[src/rtl/debounce_pkg.sv]
// Shared defaults and counter sizing for the key debounce bank.
// Imported by debounce_channel and debounce_bank.
package debounce_pkg;

    localparam int DEPTH_DEF         = 10;
    localparam int REPEAT_DELAY_DEF  = 30;
    localparam int REPEAT_PERIOD_DEF = 6;

    // Bits needed to hold values 0..n (never less than one bit).
    function automatic int cnt_width(input int n);
        return (n < 1) ? 1 : $clog2(n + 1);
    endfunction

endpackage

[src/rtl/debounce_channel.sv]
// One debounced key: 2-flop synchroniser, sample counter, state, event pulses.
// Ports: CLK, NRST (sync, active-low), CLK_EN sample tick, key_in raw level,
//        key_out debounced level, key_press / key_release one-CLK events.
// Optional auto-repeat of key_press when DEBOUNCE_REPEAT_EN is defined.
module debounce_channel
    import debounce_pkg::*;
#(
    parameter int DEPTH         = DEPTH_DEF,
    parameter int REPEAT_DELAY  = REPEAT_DELAY_DEF,
    parameter int REPEAT_PERIOD = REPEAT_PERIOD_DEF
) (
    input  logic CLK,
    input  logic NRST,
    input  logic CLK_EN,
    input  logic key_in,
    output logic key_out,
    output logic key_press,
    output logic key_release
);

    localparam int CW = cnt_width(DEPTH);

    if (DEPTH < 1 || REPEAT_DELAY < 1 || REPEAT_PERIOD < 1) begin : g_bad
        $error("debounce_channel: DEPTH and repeat timings must be >= 1");
    end

    logic          sync1_q, sync1_d;
    logic          sync2_q, sync2_d;
    logic [CW-1:0] cnt_q,   cnt_d;
    logic          state_q, state_d;
    logic          press_q, press_d;
    logic          rel_q,   rel_d;

`ifdef DEBOUNCE_REPEAT_EN
    localparam int RMAX = (REPEAT_DELAY > REPEAT_PERIOD) ?
                          REPEAT_DELAY : REPEAT_PERIOD;
    localparam int RW   = cnt_width(RMAX);

    logic [RW-1:0] rpt_q,   rpt_d;
    logic [RW-1:0] rpt_nxt;
    logic          first_q, first_d;
`endif

    always_comb begin
        sync1_d = key_in;
        sync2_d = sync1_q;
        cnt_d   = cnt_q;
        state_d = state_q;
        press_d = 1'b0;
        rel_d   = 1'b0;
`ifdef DEBOUNCE_REPEAT_EN
        rpt_d   = rpt_q;
        first_d = first_q;
        rpt_nxt = rpt_q + 1'b1;
`endif
        if (CLK_EN) begin
            // An agreeing sample aborts any pending transition.
            if (sync2_q == state_q) begin
                cnt_d = '0;
            end else if (cnt_q == CW'(DEPTH - 1)) begin
                state_d = sync2_q;
                cnt_d   = '0;
                press_d = sync2_q;
                rel_d   = ~sync2_q;
            end else begin
                cnt_d = cnt_q + 1'b1;
            end
`ifdef DEBOUNCE_REPEAT_EN
            // First repeat waits REPEAT_DELAY ticks, later ones
            // REPEAT_PERIOD; a release commit wins over a repeat.
            if (press_d) begin
                rpt_d   = '0;
                first_d = 1'b1;
            end else if (state_q && !rel_d) begin
                if (( first_q && rpt_nxt == RW'(REPEAT_DELAY)) ||
                    (!first_q && rpt_nxt == RW'(REPEAT_PERIOD))) begin
                    press_d = 1'b1;
                    rpt_d   = '0;
                    first_d = 1'b0;
                end else begin
                    rpt_d = rpt_nxt;
                end
            end else begin
                rpt_d   = '0;
                first_d = 1'b1;
            end
`endif
        end
    end

    always_ff @(posedge CLK) begin
        if (!NRST) begin
            sync1_q <= 1'b0;
            sync2_q <= 1'b0;
            cnt_q   <= '0;
            state_q <= 1'b0;
            press_q <= 1'b0;
            rel_q   <= 1'b0;
`ifdef DEBOUNCE_REPEAT_EN
            rpt_q   <= '0;
            first_q <= 1'b0;
`endif
        end else begin
            sync1_q <= sync1_d;
            sync2_q <= sync2_d;
            cnt_q   <= cnt_d;
            state_q <= state_d;
            press_q <= press_d;
            rel_q   <= rel_d;
`ifdef DEBOUNCE_REPEAT_EN
            rpt_q   <= rpt_d;
            first_q <= first_d;
`endif
        end
    end

    assign key_out     = state_q;
    assign key_press   = press_q;
    assign key_release = rel_q;

endmodule

[src/rtl/debounce_bank.sv]
// Bank of N_KEYS independent debouncers for the board push-buttons.
// Ports: CLK, NRST (sync, active-low), CLK_EN sample tick, key_in[N_KEYS],
//        key_out / key_press / key_release per key.
// Define DEBOUNCE_REPEAT_EN to enable held-key auto-repeat press pulses.
module debounce_bank
    import debounce_pkg::*;
#(
    parameter int N_KEYS        = 4,
    parameter int DEPTH         = DEPTH_DEF,
    parameter int REPEAT_DELAY  = REPEAT_DELAY_DEF,
    parameter int REPEAT_PERIOD = REPEAT_PERIOD_DEF
) (
    input  logic              CLK,
    input  logic              NRST,
    input  logic              CLK_EN,
    input  logic [N_KEYS-1:0] key_in,
    output logic [N_KEYS-1:0] key_out,
    output logic [N_KEYS-1:0] key_press,
    output logic [N_KEYS-1:0] key_release
);

    for (genvar k = 0; k < N_KEYS; k++) begin : g_key
        debounce_channel #(
            .DEPTH         (DEPTH),
            .REPEAT_DELAY  (REPEAT_DELAY),
            .REPEAT_PERIOD (REPEAT_PERIOD)
        ) u_chan (
            .CLK         (CLK),
            .NRST        (NRST),
            .CLK_EN      (CLK_EN),
            .key_in      (key_in[k]),
            .key_out     (key_out[k]),
            .key_press   (key_press[k]),
            .key_release (key_release[k])
        );
    end

endmodule
[config.mk]
export PLATFORM = sky130hd
export DESIGN_NAME = debounce_bank
export DESIGN_NICKNAME = d
export VERILOG_FILES = /design/src/rtl/debounce_pkg.sv /design/src/rtl/debounce_channel.sv /design/src/rtl/debounce_bank.sv
export SDC_FILE = /design/constraint.sdc
export NUM_CORES = 1
export LEC_CHECK = 0
export ABC_AREA = 1
export BUFFER_PORTS_ARGS = -buffer_cell sky130_fd_sc_hd__buf_4
export CORE_MARGIN = 4
export CORE_UTILIZATION = 40
export DETAILED_ROUTE_END_ITERATION = 7
export GPL_TIMING_DRIVEN = 0
export PLACE_DENSITY = 0.68
export REMOVE_ABC_BUFFERS = 1
export SETUP_SLACK_MARGIN = 0.02
export SLEW_MARGIN = 30
export SYNTH_ARGS = -nofsm -noshare
export SYNTH_HDL_FRONTEND = slang
export SYNTH_HIERARCHICAL = 1
export SYNTH_SLANG_ARGS = --single-unit
[constraint.sdc]
create_clock -name CLK -period 1 [get_ports CLK]
set_input_delay 0.05 -clock CLK [delete_from_list [all_inputs] [get_ports CLK]]
set_output_delay 0.05 -clock CLK [all_outputs]
set_load 0.02 [all_outputs]
==> out/results.txt <==
status -> finished, violations left
failing checks -> negative setup slack
Setup Skew -> 0.00250 ns
post-route insts no fill -> 294
final net count -> 260
layout cell share with drive strength beyond 1 -> 44.3%
I/O Buffers -> 18
Max Cap Viol -> 0
num rows -> 22
complex-gate fraction of the synthesized area -> 6.98%
routability cong. -> 0.814
drt pass-1 iters -> 4
WS Path Type -> reg2reg
worst slew pin tran -> 0.260 ns
via count -> 1371
pwr/cell area -> 1220 mW/mm2
Final Worst Setup Slack -> -0.0601 ns
DRC Markers -> 0
commonest non-fill, non-tap cell in the layout -> nand2_1
diode count -> 0
Critical Path End Type -> flop
htree depth -> 2
main combinational cell family by area after synthesis -> simple AND/OR/NAND/NOR gates
die height -> 70.8 um
Worst Path Required -> 1.22 ns
total grt overflow -> 0
crit share post-route -> 106%
synthesized instance count -> 204
largest net degree at the start of global routing -> 21
wire length per cell after detailed routing -> 10.9 um
Max IR drop VDD -> 780 uV
Total Routing Usage GR -> 14.4%
final setup fails -> 16
reg-to-reg slack, setup -> -0.06 ns
Vias/cell -> 4.66
adder-cell area share of the yosys netlist -> 6.35%
DRT Wirelength -> 3200 um
core area -> 0.00374 mm2
average size of a mapped cell -> 7.73 um2
WP data arrival -> 1.28 ns
initial core utilization -> 42.1%
max-slew violations -> 0
clk buf depth -> 2
multiplexer share of the synthesized area -> 0%
RSZ-0062 raised after global routing -> yes
dpl cells -> 270
Synth warnings -> 6
full die area -> 0.00501 mm2
latest clock arrival within the worst-skew pair -> 0.29 ns
Cell Area, Synth -> 0.00158 mm2
Worst-path clk slew -> 0.07 ns
I/O pins -> 19
post-synthesis simple-gate area fraction -> 28.3%
1st-iter DRT viols -> 46
initial antenna violation count -> 0
first-pass GRT wire length -> 5710 um
Antenna Nets Post-Route -> 0
total CTS buffers -> 5
post-synthesis xor/xnor area fraction -> 2.22%
Fin. Hold Viols -> 0
clock sink total -> 36
HPWL Detailed -> 1850 um
clk root buf -> clkbuf_8
Die W -> 70.8 um
sequential area share after synthesis -> 45.7%
HP Class -> in2reg
fmax -> 943 MHz
final setup TNS -> -0.488 ns
leak pwr -> 1.10 nW
CP max FO -> 4
vias in the first global route -> 1335
Yosys reg bits -> 36
Rel. slew slack -> 82.6%
most frequent cells in the layout -> 48 x nand2_1, 32 x inv_1, 28 x buf_4, 20 x dfxtp_1
CP Launch Type -> flop
CTS tree -> yes
min cycle time layout -> 1.06 ns
Syn-to-layout area delta -> 41.0%
Overall Power -> 2.70 mW
Synth cell types -> 14
## repair_timing
item | 4_1_cts | 5_1_grt
buffers inserted | 12 | 0
gates resized for setup | 46 | 26
hold buffers | 4 | 0
pin swaps | 22 | 19
gates cloned | 0 | 0
endpoints found under the hold margin | 4 | 0
setup endpoints to repair | 28 | 28
## layer usage
layer  vias to the layer above  share of wire [%]  GRT usage (%)  wire length [um]
met2                        18                 54           25.8              1740
met4                         0                2.0           7.52                63
met5                         -                  0              0                 0
met3                         7                3.6           3.55               115
met1                       632                 40           15.4              1290
li1                        714                  -              -                 -
## synth_stat cells, drive strengths merged
cell type | count | share of area, %
nand2 | 60 | 14
dfxtp | 36 | 46
nor2 | 8 | 4.4
a21oi | 16 | 5.1
nor3 | 4 | 1.3
nand4 | 8 | 3.2
ha | 8 | 6.3
inv | 44 | 10
xor2 | 4 | 2.2
o21a | 4 | 1.9
nand3 | 12 | 5.1
## registers in the layout, indices dropped and copies added, names as in the netlist
name and cells:
g_key.u_chan/key_release 4, g_key.u_chan/key_press 4, g_key.u_chan/sync2_q 4, g_key.u_chan/sync1_q 4, g_key.u_chan/key_out 4, g_key.u_chan/cnt_q 16
## stage by stage
step	util (%)	worst slack [ns]	hold WS, ns	cell area [um2]
after floorplan	-	-0.0761	0.143	1580
after global placement	47.3	-0.148	0.231	1770
after detailed placement	47.3	-0.171	0.237	1770
after CTS	57.2	-0.0474	0.0788	2140
after global routing	59.4	-0.118	0.109	2220
final	59.4	-0.0601	0.0844	2220
## cell families (layout without fill, tap and decap cells)
| logic type | Yosys count | in the layout |
|---|---|---|
| compound gates | 20 | 20 |
| xor+xnor | 4 | 4 |
| fa+ha+maj | 8 | 8 |
| buf+inv | 44 | 86 |
| flops | 36 | 36 |
| simple gates | 92 | 92 |
## layout make-up
| type | instances | area (um2) |
|---|---|---|
| fill | 348 | 1520 |
| multi-input combinational | 124 | 885 |
| sequential | 36 | 751 |
| timing repair buffer | 34 | 273 |
| inverter | 44 | 165 |
| clock buffer | 8 | 90.1 |
| tap | 48 | 60.1 |
## power breakdown
part / switching, mW / internal (mW) / total [mW]
logic: 0.0960 / 0.0775 / 0.174
registers: 0.0179 / 1.45 / 1.47
clock network: 0.500 / 0.562 / 1.06
## worst paths after layout
kind	cells past startpoint	end	startpoint
min	3	g_key[2].u_chan/sync2_q	NRST
max	6	g_key[0].u_chan/cnt_q[1]	g_key[0].u_chan/cnt_q[0]
max reg2reg	6	g_key[0].u_chan/cnt_q[1]	g_key[0].u_chan/cnt_q[0]
min reg2reg	2	g_key[1].u_chan/sync2_q	g_key[1].u_chan/sync1_q
## critical path: stages (launching register included)
cell     delay, ns
dfxtp_4       0.37
ha_4          0.16
nand2_4       0.07
nor2_4        0.04
nor2_4        0.17
nand2_2       0.06
a21oi_2       0.12
Power figures use the tool's default switching activity.
